<file path="src/rtl/jstk_pkg.sv">
// Shared definitions for the PmodJSTK joystick SPI link: frame geometry,
// LED command prefix, responder state encoding and the TX frame builder.
package jstk_pkg;

  localparam int JSTK_FRAME_BYTES = 5;
  localparam int JSTK_FRAME_BITS  = 40;
  localparam logic [5:0] JSTK_LED_CMD_PREFIX = 6'b100000;

  typedef enum logic [1:0] {
    ST_IDLE  = 2'd0,
    ST_LOAD  = 2'd1,
    ST_SHIFT = 2'd2,
    ST_CLOSE = 2'd3
  } jstk_resp_state_e;

  // Byte 0 lands in bits [39:32] so the frame shifts out MSB first from bit 39.
  function automatic logic [39:0] jstk_build_frame(input logic [9:0] x,
                                                   input logic [9:0] y,
                                                   input logic [2:0] btn);
    return {x[7:0], 6'b0, x[9:8], y[7:0], 6'b0, y[9:8], 5'b0, btn};
  endfunction

endpackage

</file>
<file path="src/rtl/spi_input_sync.sv">
// Multi-bit flop synchronizer with registered rise/fall strobes on each
// synchronized bit; strobes appear DEPTH+1 cycles after a pin transition.
module spi_input_sync #(
  parameter int WIDTH = 3,
  parameter int DEPTH = 2
) (
  input  logic             clk,
  input  logic             reset,
  input  logic [WIDTH-1:0] async_in,
  output logic [WIDTH-1:0] sync_out,
  output logic [WIDTH-1:0] rise,
  output logic [WIDTH-1:0] fall
);

  logic [WIDTH-1:0] stages [DEPTH];
  logic [WIDTH-1:0] prev;

  // Reset clears every stage so a pin already low never produces a stale fall.
  always_ff @(posedge clk) begin
    if (reset) begin
      for (int i = 0; i < DEPTH; i++) stages[i] <= '0;
      prev <= '0;
      rise <= '0;
      fall <= '0;
    end else begin
      stages[0] <= async_in;
      for (int i = 1; i < DEPTH; i++) stages[i] <= stages[i-1];
      prev <= stages[DEPTH-1];
      rise <= stages[DEPTH-1] & ~prev;
      fall <= ~stages[DEPTH-1] & prev;
    end
  end

  assign sync_out = stages[DEPTH-1];

endmodule

</file>
<file path="src/rtl/spi_joystick_responder.sv">
// PmodJSTK SPI slave model: shifts out a 5-byte position/button frame and,
// when JSTK_RESP_LED_CMD_EN is defined, decodes the first MOSI byte as an LED command.
module spi_joystick_responder
  import jstk_pkg::*;
#(
  parameter int POS_W     = 10,
  parameter int SCLK_SYNC = 2
) (
  input  logic             clk,
  input  logic             reset,
  input  logic             sclk,
  input  logic             ss,
  input  logic             mosi,
  output logic             miso,
  input  logic [POS_W-1:0] x_pos,
  input  logic [POS_W-1:0] y_pos,
  input  logic [2:0]       buttons,
  output logic [1:0]       led_out,
  output logic             xfer_done,
  output logic             frame_err
);

  logic [2:0] sync_lvl, sync_rise, sync_fall;
  logic sclk_rise, sclk_fall, ss_rise, ss_fall;

  spi_input_sync #(.WIDTH(3), .DEPTH(SCLK_SYNC)) u_sync (
    .clk      (clk),
    .reset    (reset),
    .async_in ({sclk, ss, mosi}),
    .sync_out (sync_lvl),
    .rise     (sync_rise),
    .fall     (sync_fall)
  );

  assign sclk_rise = sync_rise[2];
  assign sclk_fall = sync_fall[2];
  assign ss_rise   = sync_rise[1];
  assign ss_fall   = sync_fall[1];

  jstk_resp_state_e state;
  logic [39:0] tx_frame, tx_sr;
  logic [2:0]  bit_idx, byte_cnt;
  logic        close_any, frame_full;

  assign tx_frame   = jstk_build_frame(10'(x_pos), 10'(y_pos), buttons);
  assign close_any  = ss_rise && (state == ST_LOAD || state == ST_SHIFT);
  assign frame_full = ({byte_cnt, bit_idx} == 6'(JSTK_FRAME_BITS));

  // The zero-filled shift register naturally drives 0 once all 40 bits are out.
  always_ff @(posedge clk) begin
    if (reset) begin
      state     <= ST_IDLE;
      miso      <= 1'b0;
      tx_sr     <= '0;
      bit_idx   <= '0;
      byte_cnt  <= '0;
      xfer_done <= 1'b0;
      frame_err <= 1'b0;
    end else begin
      xfer_done <= close_any && frame_full;
      frame_err <= close_any && !frame_full;
      case (state)
        ST_IDLE: begin
          miso <= 1'b0;
          if (ss_fall) begin
            tx_sr    <= tx_frame;
            miso     <= tx_frame[39];
            bit_idx  <= '0;
            byte_cnt <= '0;
            state    <= ST_LOAD;
          end
        end
        ST_LOAD: begin
          if (ss_rise) begin
            miso  <= 1'b0;
            state <= ST_CLOSE;
          end else begin
            state <= ST_SHIFT;
          end
        end
        ST_SHIFT: begin
          if (ss_rise) begin
            miso  <= 1'b0;
            state <= ST_CLOSE;
          end else begin
            if (sclk_rise) begin
              bit_idx <= bit_idx + 3'd1;
              if (bit_idx == 3'd7 && byte_cnt != 3'd7) byte_cnt <= byte_cnt + 3'd1;
            end
            if (sclk_fall) begin
              tx_sr <= {tx_sr[38:0], 1'b0};
              miso  <= tx_sr[38];
            end
          end
        end
        ST_CLOSE: begin
          miso  <= 1'b0;
          state <= ST_IDLE;
        end
        default: state <= ST_IDLE;
      endcase
    end
  end

`ifdef JSTK_RESP_LED_CMD_EN
  logic       mosi_s;
  logic [7:0] rx_byte;
  logic [1:0] led_q;
  logic       unused_bits;

  assign mosi_s      = sync_lvl[0];
  assign led_out     = led_q;
  assign unused_bits = ^{sync_lvl[2:1], sync_rise[0], sync_fall[0]};

  // Only the first byte is captured; later bytes leave rx_byte untouched.
  always_ff @(posedge clk) begin
    if (reset) begin
      rx_byte <= '0;
      led_q   <= '0;
    end else begin
      if (state == ST_IDLE && ss_fall)
        rx_byte <= '0;
      else if (state == ST_SHIFT && !ss_rise && sclk_rise && byte_cnt == 3'd0)
        rx_byte <= {rx_byte[6:0], mosi_s};
      if (close_any && frame_full && rx_byte[7:2] == JSTK_LED_CMD_PREFIX)
        led_q <= rx_byte[1:0];
    end
  end
`else
  logic unused_bits;

  assign led_out     = 2'b00;
  assign unused_bits = ^{sync_lvl, sync_rise[0], sync_fall[0]};
`endif

endmodule

</file>
<file path="config.mk">
export PLATFORM = sky130hd
export DESIGN_NAME = spi_joystick_responder
export DESIGN_NICKNAME = d
export VERILOG_FILES = /design/src/rtl/jstk_pkg.sv /design/src/rtl/spi_input_sync.sv /design/src/rtl/spi_joystick_responder.sv
export SDC_FILE = /design/constraint.sdc
export NUM_CORES = 1
export LEC_CHECK = 0
export CORE_MARGIN = 5
export CORE_UTILIZATION = 35
export CTS_CLUSTER_DIAMETER = 200
export DETAILED_ROUTE_END_ITERATION = 6
export PLACE_DENSITY = 0.54
export REMOVE_ABC_BUFFERS = 1
export SYNTH_ARGS = -nofsm -noshare
export SYNTH_HDL_FRONTEND = slang
export SYNTH_SLANG_ARGS = --single-unit
export TNS_END_PERCENT = 1
</file>
<file path="constraint.sdc">
create_clock -name clk -period 1.9 [get_ports clk]
set_input_delay 0.38 -clock clk [delete_from_list [all_inputs] [get_ports clk]]
set_output_delay 0.38 -clock clk [all_outputs]
set_load 0.01 [all_outputs]
</file>
======== After elaboration in Yosys (flattened, before gate mapping) ========
Memories as Yosys holds them, arrays and structs flattened.
Index checks and enable logic that the tools add are counted.
word-level totals
  register bits ........................... 59
  bits in writable memories ............... 6
  bits of input ports ..................... 28
  word-level logic and storage cells ...... 72
  memories ................................ 1
operators by class
  add/subtract/negate cells ............... 2
  equality and inequality tests ........... 14
  muxes and demuxes ....................... 26
  bitwise logic cells ..................... 6
  reduce and logical (&&, ||, !) cells .... 13
memory list
  memory         depth  width  rd ports  clocked after Yosys merged registers in  write ports  RTL line              text
  u_sync.stages  2      3      2         0                                        2            spi_input_sync.sv:15  logic [WIDTH-1:0] stages [DEPTH];
operators by type and width
  kind                   number
  $mux W39               3
  $pmux W39 S2           1
  $mux W3                8
  $ne A2 B1 Y1 const B   6
  $pmux W3 S2            2
  $mux W1                8
  $pmux W2 S4            1
  $reduce_and A4 Y1      2
  $add A3 B1 Y3 const B  2
  $and A3 B3 Y3          2
  $eq A6 B6 Y1 const B   1
  $not A3 Y3             2
  $reduce_and A5 Y1      1
  $eq A2 B2 Y1 const B   2
  $logic_and A1 B1 Y1    4
  $mux W2                2
  $pmux W1 S4            1
  $reduce_and A2 Y1      2
  $eq A3 B3 Y1 const B   1
  $ne A3 B1 Y1 const B   1
  $ne A3 B3 Y1 const B   1
  $eq A2 B1 Y1 const B   1
  $logic_not A2 Y1       1
  $ne A2 B2 Y1 const B   1
  4 further kinds        5

======== Depth between registers and ports, before layout ========
Gate-level depths: netlist of the first run.
  word-level depth ........................ 6
  gate-level depth with buffers ........... 8
  gate-level depth less buffers ........... 5

======== By module ========
Synthesis of the first run repeated with hierarchy kept, for this count alone.
unflattened totals
  cells, all modules ...................... 298
  area, all modules ....................... 3,046.7 µm²
modules (own cells, without submodules)
  module                  times used  cells an instance  area an instance (µm²)  sequential area each (µm²)
  spi_joystick_responder  1           264                2,576.2                 1,001.0
  spi_input_sync          1           34                 470.5                   300.3

======== Least setup slack after synthesis of the first run ========
OpenSTA, ideal clock, no wires.
  kind .................................... register to register
  start ................................... register state[0]
  end ..................................... register tx_sr[27]
  setup time .............................. 0.072 ns
  arrival ................................. 1.579 ns
  required time ........................... 1.828 ns
  setup slack ............................. 0.250 ns
  stages on the path, launching flop included .. 8
  buffers on the path ..................... 2
  clock period less this slack ............ 1.650 ns
  path through ............................ dfxtp_1 -> inv_1 -> ha_1 -> buf_6 -> mux2i_4 -> a21oi_4 -> buf_12 -> mux2i_1
between the ends
  longest elaborated chain between the ends .. 3
RTL lines
  item                                                         RTL line                      text
  start: declaration                                           spi_joystick_responder.sv:40  jstk_resp_state_e state;
  start signal: assignment                                     spi_joystick_responder.sv:52  state <= ST_IDLE;
  start signal: assignment                                     spi_joystick_responder.sv:70  state <= ST_LOAD;
  start signal: assignment                                     spi_joystick_responder.sv:76  state <= ST_CLOSE;
  $eq A2 B2 Y1 or $logic_not A2 Y1 (tied branches)             spi_joystick_responder.sv:62  case (state)
  $ne A2 B2 Y1 (no source line), or another cell as far along  -
  $reduce_and A4 Y1 (no source line)                           -
  end signal: assignment                                       spi_joystick_responder.sv:66  tx_sr <= tx_frame;
  end signal: assignment                                       spi_joystick_responder.sv:91  tx_sr <= {tx_sr[38:0], 1'b0};
  end: declaration                                             spi_joystick_responder.sv:41  logic [39:0] tx_frame, tx_sr;
Parallel ways exist; a longest one is shown, timed or not.
A chain may end at the register's enable or synchronous reset.

======== Worst setup path in the final report of the first run ========
  start ................................... register state[0]
  end ..................................... register tx_sr[38]
Same word-level chain as after synthesis.

==> results.md, run 1 <==
* Status: complete, no violations
* Detail Route Antenna Nets at 0
* Worst path depth at 6
* Area contributors post-synth: dfxtp_1 (42%), mux2i_1 (14%), a2111oi_0 (6.1%), a31o_2 (5.2%), nand3_1 (4.7%)
* Die area at about 10000 sq um
* Finish-stage setup viols at 0
* Reg2reg path depth at 6
* H-tree levels at 3
* Setup ws final at 0.0916 ns
* Antenna Cells at 0
* Fin nets at between 300 and 400
* Total CTS buffers at 9
* WP buf/inv at 2
* First-pass GRT wire length at around 10 mm
* Max Fclk at 0.553 GHz
* Worst Setup Path Type: reg -> reg
* Fin Setup TNS at 0 ns
* Register Area at 1200 sq um
* Critical path capture point type: flop
* Worst Tran Pin Value at between 0.4 and 0.5 ns
* WP data arrival at 2.02 ns
* Ys flop type: dfxtp_1
* Area share of the largest cell type after synthesis at a little over two fifths
* Dpl cells at 402
* Post-DP Area at 3240 sq um
* DR vias/cell at 5.09
* Layout cells sized above 1 at 16.9%
* Worst-path maximum fanout at 34
* Crit path time final at 1.81 ns
* Clock sinks at 60
* # fillers at 807
* Die Y at 100 um
* Wire per inst at 14.4 um
* Width of the die at 100 um
* CP startpoint kind: flop
* Synth cell count leaders: dfxtp_1 (60), mux2i_1 (40), nand3_1 (27)
* Library cells used by synthesis at 40
* CTS Root Cell: clkbuf_8
* # Max-Cap Violations at 0
* Drt drc at 0
* Hold_ws at 0.402 ns
* Clk slew on worst S/H paths at 0.07 ns
* Crit path max-delay cell type: mux2_2
* Final Wtd Congestion at about 0.79
* Unrepaired setup endpoints after global routing: true
* Yosys reg bits at 60
* IO Count at 33
* Seq/Total Area, Yosys at 42.1%
* Synth Cell Area at ~2900 sq um
* CORE AREA at 8090 sq um
* Multi-input logic area at ~1500 sq um
* Syn. warnings at 0
* Row cnt at 33
* Final std cells w/o fill at about 420
* Most common cell in the synthesized netlist: dfxtp_1
* Max VDD drop at between 0.0003 and 0.0004 V
* Initial antenna violation count at 0
* Buffer depth of the longest clock path at 2
* Area delta synth->final at 22.0%
* Starting DRT DRC Count at 87
* Final period util at 95.2%
* Fin. max-slew vios at 0
* Critical Path RT at between 2 and 2.5 ns
* Post-synth EDFFs at 0
* Leak at around 1.1 nW
* CTS tree: done
* Max-slew headroom at approximately 66%
* PwrDens at 799 nW/um^2
* Ys async rst share at 0%
* Syn_area_per_cell at ~10 sq um
* Cell count after synthesis at approximately 290
* Hold WC Path Type: reg -> reg
* Tot GR Track Use at 12.8%
* Final instance area at 3480 sq um
* Drt pass-1 iters at 4
* Critical-path cell list: inv_1 > ha_2 > buf_12 > mux2_2 > a211oi_1 > a211oi_2
* Worst stage delay on the critical path at 0.35 ns
* Final hold vios at 0
* HPWL after detailed placement at 3.78 mm
* Cell family with most CP delay: multiplexers
* Worst Hold Path Cells at 1
* Worst slack at placement at 0.0310 ns
* Clock Skew at 0.00638 ns
* Via count at about 2.1k
* Vias in the first global route at 2122
* GRT overflow at 0
* PortBufs at 29
* Initial Utilization at 35.3%
* Worst-skew pair later-pin latency at 0.34 ns
* WL final at 6.02 mm
* Largest net degree at the start of global routing at 62
* Area leader, netlist: dfxtp_1
layer usage:
layer | global-route usage, % | wire length, um | vias to the layer above
li1 | - | - | 1097
met1 | 15.6 | 2890 | 996
met2 | 21.0 | 2840 | 28
met3 | 5.21 | 234 | 7
met4 | 3.42 | 57 | 0
met5 | 0 | 0 | -
cell usage in the layout (no fill, tap or decap), types with 2 or more instances in the layout:
| master | instances |
|---|---|
| inv_1 | 5 |
| mux2_2 | 3 |
| clkdlybuf4s50_1 | 29 |
| clkinv_2 | 2 |
| a31o_2 | 17 |
| buf_12 | 4 |
| mux2i_1 | 40 |
| bufinv_16 | 2 |
| nor2_1 | 3 |
| nor3b_1 | 2 |
| buf_4 | 7 |
| a31oi_1 | 4 |
| ha_1 | 7 |
| nand4b_1 | 2 |
| nand4_1 | 2 |
| nor2b_1 | 9 |
| nand2b_1 | 4 |
| clkbuf_8 | 12 |
| a2111oi_0 | 17 |
| nand3_1 | 27 |
| dfxtp_1 | 60 |
| a21oi_1 | 3 |
| a31o_1 | 3 |
| nand2_1 | 26 |
| a2111oi_1 | 3 |
| conb_1 | 2 |
| a211oi_1 | 2 |
stage by stage:
stage,power (W),util (%)
floorplan,0.00137,-
global placement,0.00147,40.1
detailed placement,0.00146,40.1
CTS,0.00283,43.0
global route,0.00289,43.0
finish,0.00278,43.0
layout make-up:
cell class	instances	area share (%)
Inverter	6	0.647
Multi-Input combinational cell	191	42.2
Tap cell	105	3.77
Clock inverter	4	2.01
Sequential cell	60	34.5
Clock buffer	12	4.74
Timing Repair Buffer	40	12.1
state kept, by name (all words and copies together), names as in the netlist:
| signal | flops |
|---|---|
| tx_sr | 39 |
| u_sync.stages | 4 |
| bit_idx | 3 |
| byte_cnt | 3 |
| state | 2 |
| u_sync.fall | 2 |
| u_sync.prev | 2 |
| u_sync.rise | 2 |
| frame_err | 1 |
| miso | 1 |
| xfer_done | 1 |
timing repair:
action,in CTS,in global routing
setup buffers,0,0
setup endpoints to repair,0,22
hold buffers,0,0
resized for setup,0,4
report_power, final:
group | internal (W) | total, W | switching, W | leakage, nW
Combinational | 0.0000848 | 0.000156 | 0.0000713 | 0.528
Clock | 0.000842 | 0.00135 | 0.000506 | 0.122
Sequential | 0.00127 | 0.00128 | 0.00000770 | 0.485
final timing paths:
check,from,end,slack (ns)
worst max-delay path,state[0]$_SDFFE_PP0P_,tx_sr[38]$_SDFFE_PP0P_,0.09
worst min-delay path,u_sync.prev[2]$_SDFF_PP0_,u_sync.rise[2]$_SDFF_PP0_,0.40
worst max register to register,state[0]$_SDFFE_PP0P_,tx_sr[38]$_SDFFE_PP0P_,0.09
worst min register to register,u_sync.prev[2]$_SDFF_PP0_,u_sync.rise[2]$_SDFF_PP0_,0.40
kinds of logic after synthesis:
family	count (synthesis)	synth area share, %
AOI/OAI and AO/OA	57	16.9
and+or+nand+nor	80	14.6
DFF	60	42.1
adders and majority gates	8	3.51
muxes	44	16.0
other	1	0.131
buffers and inverters	35	6.84
Note: power is estimated with default switching activity, not from simulation.
==> run 2, diff against run 1 <==
--- a/config.mk
+++ b/config.mk
@@ -5,6 +5,8 @@
 export SDC_FILE = /design/constraint.sdc
 export NUM_CORES = 1
 export LEC_CHECK = 0
+export ABC_AREA = 1
+export CAP_MARGIN = 20
 export CORE_MARGIN = 5
 export CORE_UTILIZATION = 35
 export CTS_CLUSTER_DIAMETER = 200
==> results.md, run 2 <==
* Largest net degree at the start of global routing at 33 (-47%)
* Cell count after synthesis at 410 (+44%)
* Max FFs per register at 39 (unchanged)
* R2r setup slk at 0.27 ns (+0.18 ns)
* Syn. warnings at 0 (unchanged)
* Via count at 2377 (+12%)
* Layout cells sized above 1 at 7.17% (-9.8 points)
* Area contributors post-synth: dfxtp_1 (44%), nand2_1 (20%), nor2_1 (14%), o21ai_0 (4.6%), ha_1 (3.7%)
* Most common cell in the synthesized netlist: nand2_1
* Ys flop type: dfxtp_1
* Critical Path RT at 2.14 ns (+0.03 ns)
* Largest Register: tx_sr
* # Max-Cap Violations at 0 (unchanged)
* Finish-stage setup viols at 0 (unchanged)
* DR vias/cell at 4.34 (-15%)
* # Post-CTS Setup Buffers at 0 (unchanged)
* Library cells used by synthesis at 21 (-48%)
* Grt met2 use at 18.6% (-2.4 points)
* IO Count at 33 (unchanged)
* Biggest regs: tx_sr x39, u_sync.stages x4
* Detail Route Antenna Nets at 0 (unchanged)
* Area leader, netlist: dfxtp_1
* Hold_buf cts at 0 (unchanged)
* Antenna Cells at 0 (unchanged)
* Crit path time final at 1.63 ns (-0.179 ns)
* WP data arrival at 1.87 ns (-0.15 ns)
* Overall power at 0.00381 W (+37%)
* WL final at 5.47 mm (-9.2%)
* Yosys reg bits at 60 (unchanged)
* Clock Skew at 0.00610 ns (-0.000277 ns)
* CTS tree: done
* Total CTS buffers at 9 (unchanged)
* Final Wtd Congestion at 0.732 (-7.0%)
* Final hold vios at 0 (unchanged)
* Clk slew on worst S/H paths at 0.07 ns (about the same)
* Syn_area_per_cell at 6.62 sq um (-34%)
* Hold WC Path Type: reg -> reg
* Max VDD drop at 0.000421 V (+15%)
* GRT overflow at 0 (unchanged)
* Seq/Total Area, Yosys at 44.3% (+2.2 points)
* CORE AREA at 7650 sq um (-5.5%)
* CTS Root Cell: clkbuf_8
* HPWL after detailed placement at 3.68 mm (-2.7%)
* Buffer depth of the longest clock path at 2 (unchanged)
* Clock sinks at 60 (unchanged)
* Leak at 1.44 nW (+27%)
* Met1 Track Usage GR at 14.6% (-0.92 points)
* Die Y at 98.1 um (-2.3%)
* Drt drc at 0 (unchanged)
* CP startpoint kind: flop
* Starting DRT DRC Count at 81 (-6.9%)
* Final instance area at 3270 sq um (-6.0%)
* Worst-path maximum fanout at 32 (-5.9%)
* Area share of the largest cell type after synthesis at 44.3% (+2.2 points)
* Final period util at 85.8% (-9.4 points)
* Critical path capture point type: flop
* Fin nets at 477 (+39%)
* Drt pass-1 iters at 4 (unchanged)
* Post-CTS sizing at 0 (unchanged)
* PortBufs at 29 (unchanged)
* Area delta synth->final at 20.7%
* GR peak layer: met2
* Post-synth EDFFs at 0 (unchanged)
* Max Fclk at 0.614 GHz (+11%)
* Width of the die at 98.1 um (-2.3%)
* Met3 usage at 2.79% (-2.4 points)
* First-pass GRT wire length at 9.13 mm (-10%)
* Most frequent cells in the layout: nand2_1 (147), nor2_1 (102), dfxtp_1 (60), clkdlybuf4s50_1 (29)
* Worst Setup Path Type: reg -> reg
* Vias in the first global route at 2087 (-1.6%)
* Initial Utilization at 35.5% (+0.21 points)
* Worst-skew pair later-pin latency at 0.34 ns (about the same)
* H-tree levels at 3 (unchanged)
* Fin. max-slew vios at 0 (unchanged)
* Post-DP Area at 3110 sq um (-4.2%)
* Initial antenna violation count at 0 (unchanged)
* Die area at 9610 sq um (-4.5%)
* Tot GR Track Use at 11.7% (-1.1 points)
* Ys async rst share at 0% (unchanged)
* Unrepaired setup endpoints after global routing: false
* Wire per inst at 9.98 um (-31%)
* Status: complete, no violations
* PwrDens at 1170 nW/um^2 (+46%)
* Row cnt at 32 (-3.0%)
* Commonest non-fill, non-tap cell in the layout: nand2_1
* Synth cell count leaders: nand2_1 (147), nor2_1 (102), dfxtp_1 (60)
* Synth Cell Area at 2710 sq um (-5.0%)
==> run 2: final cells by class <==
type	instances	area (sq um)
clock inverters	5	27.5
multi-input cells	302	1270
fillers	812	4370
inverters	27	104
flip-flops and latches	60	1200
repair buffers	41	405
well taps	102	128
clock buffers	11	141
==> run 2: report_power, final <==
part           internal, W  total (W)  leakage (nW)  switching (W)
registers          0.00146    0.00156         0.487       0.000104
logic             0.000481    0.00126         0.861       0.000780
clock network     0.000499   0.000992        0.0889       0.000493
==> run 2: layer usage <==
layer	wire (um)	share of wire, %
met5	0	0
met4	140	2.6
met3	155	2.8
met2	2520	46
met1	2650	48
==> run 2: critical path, cell delays in order (launching register included) <==
cell and delay, ns:
dfxtp_1 0.37, inv_1 0.08, ha_1 0.25, inv_2 0.09, nand2_2 0.05, nand2_2 0.12, nand2_4 0.07, inv_4 0.14
buf_12 0.19, nand2_1 0.06, nand2_1 0.06, nor2_1 0.04
==> run 2: stage by stage <==
stage / instances / hold slack (ns) / setup WS, ns / utilization (%) / setup TNS [ns]
final: 548 / 0.402 / 0.270 / 42.8 / 0
after global routing: 548 / 0.442 / 0.0839 / 42.8 / 0
after CTS: 548 / 0.406 / 0.240 / 42.8 / 0
after detailed placement: 532 / 0.396 / 0.273 / 40.6 / 0
after global placement: 532 / 0.390 / 0.292 / 40.6 / 0
after floorplan: 389 / 0.388 / -0.572 / - / -18.84
==> run 2: logic make-up (layout without fill, tap and decap cells) <==
logic type | count (synthesis) | in the layout | synth area share (%)
compound gates | 32 | 32 | 5.95
fa+ha+maj | 8 | 8 | 3.69
buf+inv | 49 | 84 | 9.17
flops | 60 | 60 | 44.3
other cells | 1 | 2 | 0.138
simple gates | 260 | 260 | 36.8
==> run 2: worst paths after layout <==
check	depth (start not counted)	startpoint	end
worst max-delay path	11	state[0]$_SDFFE_PP0P_	tx_sr[31]$_SDFFE_PP0P_
worst min-delay path	2	u_sync.stages[0][1]$_SDFF_PP0_	u_sync.stages[0][4]$_SDFF_PP0_
worst max register to register	11	state[0]$_SDFFE_PP0P_	tx_sr[31]$_SDFFE_PP0P_
worst min register to register	2	u_sync.stages[0][1]$_SDFF_PP0_	u_sync.stages[0][4]$_SDFF_PP0_
==> run 3, diff against run 2 <==
--- a/config.mk
+++ b/config.mk
@@ -7,7 +7,6 @@
 export LEC_CHECK = 0
 export ABC_AREA = 1
 export CAP_MARGIN = 20
-export CORE_MARGIN = 5
 export CORE_UTILIZATION = 35
 export CTS_CLUSTER_DIAMETER = 200
 export DETAILED_ROUTE_END_ITERATION = 6
==> results.md, run 3 (same netlist as run 2, synthesis figures left out) <==
* Drt pass-1 iters at 4 (unchanged)
* Via count at 2308 (-2.9%)
* Wire per inst at 9.70 um (-2.7%)
* Final Util at 44.5% (+1.7 points)
* Vias in the first global route at 2099 (+0.57%)
* Biggest regs: tx_sr x39, u_sync.stages x4
* Worst Hold Path Cells at 2 (unchanged)
* Initial antenna violation count at 0 (unchanged)
* Clk slew on worst S/H paths at 0.06 ns (about the same)
* Post-DP Area at 3090 sq um (-0.44%)
* WL final at 5.25 mm (-4.0%)
* Unrepaired setup endpoints after global routing: false
* DR vias/cell at 4.27 (-1.6%)
* Commonest non-fill, non-tap cell in the layout: nand2_1
* Crit Reg-Reg Endpoint: tx_sr[15]$_SDFFE_PP0P_
* R2r setup slk at 0.24 ns (-0.03 ns)
* Tot GR Track Use at 14.1% (+2.4 points)
* Worst Hold End: u_sync.stages[0][5]$_SDFF_PP0_
* CP startpoint kind: flop
* Post-CTS sizing at 0 (unchanged)
* Worst-skew pair later-pin latency at 0.33 ns (about the same)
* Critical Path RT at 2.13 ns (about the same)
* Final Wtd Congestion at 0.685 (-6.5%)
* Crit path time final at 1.66 ns (+0.0266 ns)
* Worst r2r src: state[0]$_SDFFE_PP0P_
* Buffer depth of the longest clock path at 2 (unchanged)
* PortBufs at 29 (unchanged)
* Leak at 1.43 nW (-0.21%)
* Clock Skew at 0.00675 ns (+0.000649 ns)
* Initial Utilization at 36.8% (+1.3 points)
* Finish-stage setup viols at 0 (unchanged)
* Max FFs per register at 39 (unchanged)
* PwrDens at 1190 nW/um^2 (+1.9%)
* Largest net degree at the start of global routing at 45 (+36%)
* CTS Root Cell: clkbuf_8
* Max Fclk at 0.604 GHz (-1.6%)
* First-pass GRT wire length at 9.27 mm (+1.6%)
* Largest Register: tx_sr
* Status: complete, no violations
* CP startpoint: state[0]$_SDFFE_PP0P_
* # Post-CTS Setup Buffers at 0 (unchanged)
* CTS tree: done
* Clock sinks at 60 (unchanged)
* Most frequent cells in the layout: nand2_1 (147), nor2_1 (102), dfxtp_1 (60), clkdlybuf4s50_1 (29)
* Final hold vios at 0 (unchanged)
* Die area at 8110 sq um (-16%)
* Detail Route Antenna Nets at 0 (unchanged)
* Reg2reg path depth at 11 (unchanged)
* H-tree levels at 3 (unchanged)
* Antenna Cells at 0 (unchanged)
* Fin. max-slew vios at 0 (unchanged)
* Max VDD drop at 0.000480 V (+14%)
* Worst-path maximum fanout at 20 (-38%)
* Hold WC Path Type: reg -> reg
* Width of the die at 90.1 um (-8.2%)
* Row cnt at 31 (-3.1%)
* # Max-Cap Violations at 0 (unchanged)
* Starting DRT DRC Count at 149 (+84%)
* Layout cells sized above 1 at 6.33% (-0.84 points)
* Fin nets at 474 (-0.63%)
* IO Count at 33 (unchanged)
* Final instance area at 3280 sq um (+0.15%)
* Final period util at 87.2% (+1.4 points)
* Drt drc at 0 (unchanged)
* Worst Setup Path Type: reg -> reg
* Critical path capture point type: flop
* Total CTS buffers at 9 (unchanged)
* WP data arrival at 1.88 ns (about the same)
* Area delta synth->final at 20.8%
* Hold_buf cts at 0 (unchanged)
* Hold_sp: u_sync.stages[0][2]$_SDFF_PP0_
* Die Y at 90.1 um (-8.2%)
* GRT overflow at 0 (unchanged)
* CORE AREA at 7370 sq um (-3.6%)
* HPWL after detailed placement at 3.40 mm (-7.6%)
==> run 3: changes by cell type in the layout (fill, tap and decap cells not counted), sizes merged <==
cell | before | now
buf | 12 | 9
clkbuf | 11 | 14
clkinv | 4 | 1
clkinvlp | 1 | 0
==> run 3: final cells by class <==
class                      instances  area (sq um)
clock buffer                      14           183
clock inverter                     1          5.00
fill                             803          4090
inverter                          27           104
multi-input combinational        302          1270
sequential                        60          1200
tap                               99           124
timing repair buffer              38           395
==> run 3: routing by layer <==
layer / GRT usage [%] / up-vias / part of all wire [%]
li1: - / 1286 / -
met1: 18.1 / 985 / 51
met2: 22.2 / 28 / 44
met3: 2.54 / 9 / 2.3
met4: 8.06 / 0 / 2.2
met5: 0 / - / 0
==> run 3: how the worst max path moves through the flow <==
| stage | depth (start not counted) | endpoint | slack, ns |
|---|---|---|---|
| 3_3_place_gp | 11 | tx_sr[28]$_SDFFE_PP0P_ | 0.27 |
| 2_1_floorplan | 8 | bit_idx[1]$_SDFFE_PP0P_ | -0.57 |
| 3_5_place_dp | 9 | tx_sr[33]$_SDFFE_PP0P_ | 0.24 |
| 4_1_cts | 9 | tx_sr[33]$_SDFFE_PP0P_ | 0.23 |
| 5_1_grt | 10 | bit_idx[0]$_SDFFE_PP0P_ | 0.06 |
| 6_report | 11 | tx_sr[15]$_SDFFE_PP0P_ | 0.24 |
==> run 3: power by group <==
group / switching, W / leakage [nW] / internal (W)
registers: 0.000103 / 0.487 / 0.00146
clock network: 0.000472 / 0.0986 / 0.000608
logic: 0.000778 / 0.848 / 0.000475
total: 0.00135 / 1.43 / 0.00254
==> run 3: per-stage QoR <==
stage	hold WS, ns	std cells	setup TNS (ns)	total power [W]	setup slack, ns
2_1_floorplan	0.388	389	-18.84	0.00243	-0.572
3_3_place_gp	0.389	526	0	0.00284	0.265
3_5_place_dp	0.397	526	0	0.00285	0.244
4_1_cts	0.406	541	0	0.00395	0.228
5_1_grt	0.424	541	0	0.00421	0.0603
6_report	0.403	541	0	0.00389	0.244
==> run 3: critical path, cell delays in order (launching register included) <==
cell	delay, ns
dfxtp_1	0.38
inv_1	0.08
ha_1	0.25
inv_2	0.09
nand2_2	0.05
nand2_2	0.12
nand2_4	0.07
inv_4	0.18
buf_12	0.18
nand2_1	0.06
nand2_1	0.05
nor2_1	0.04
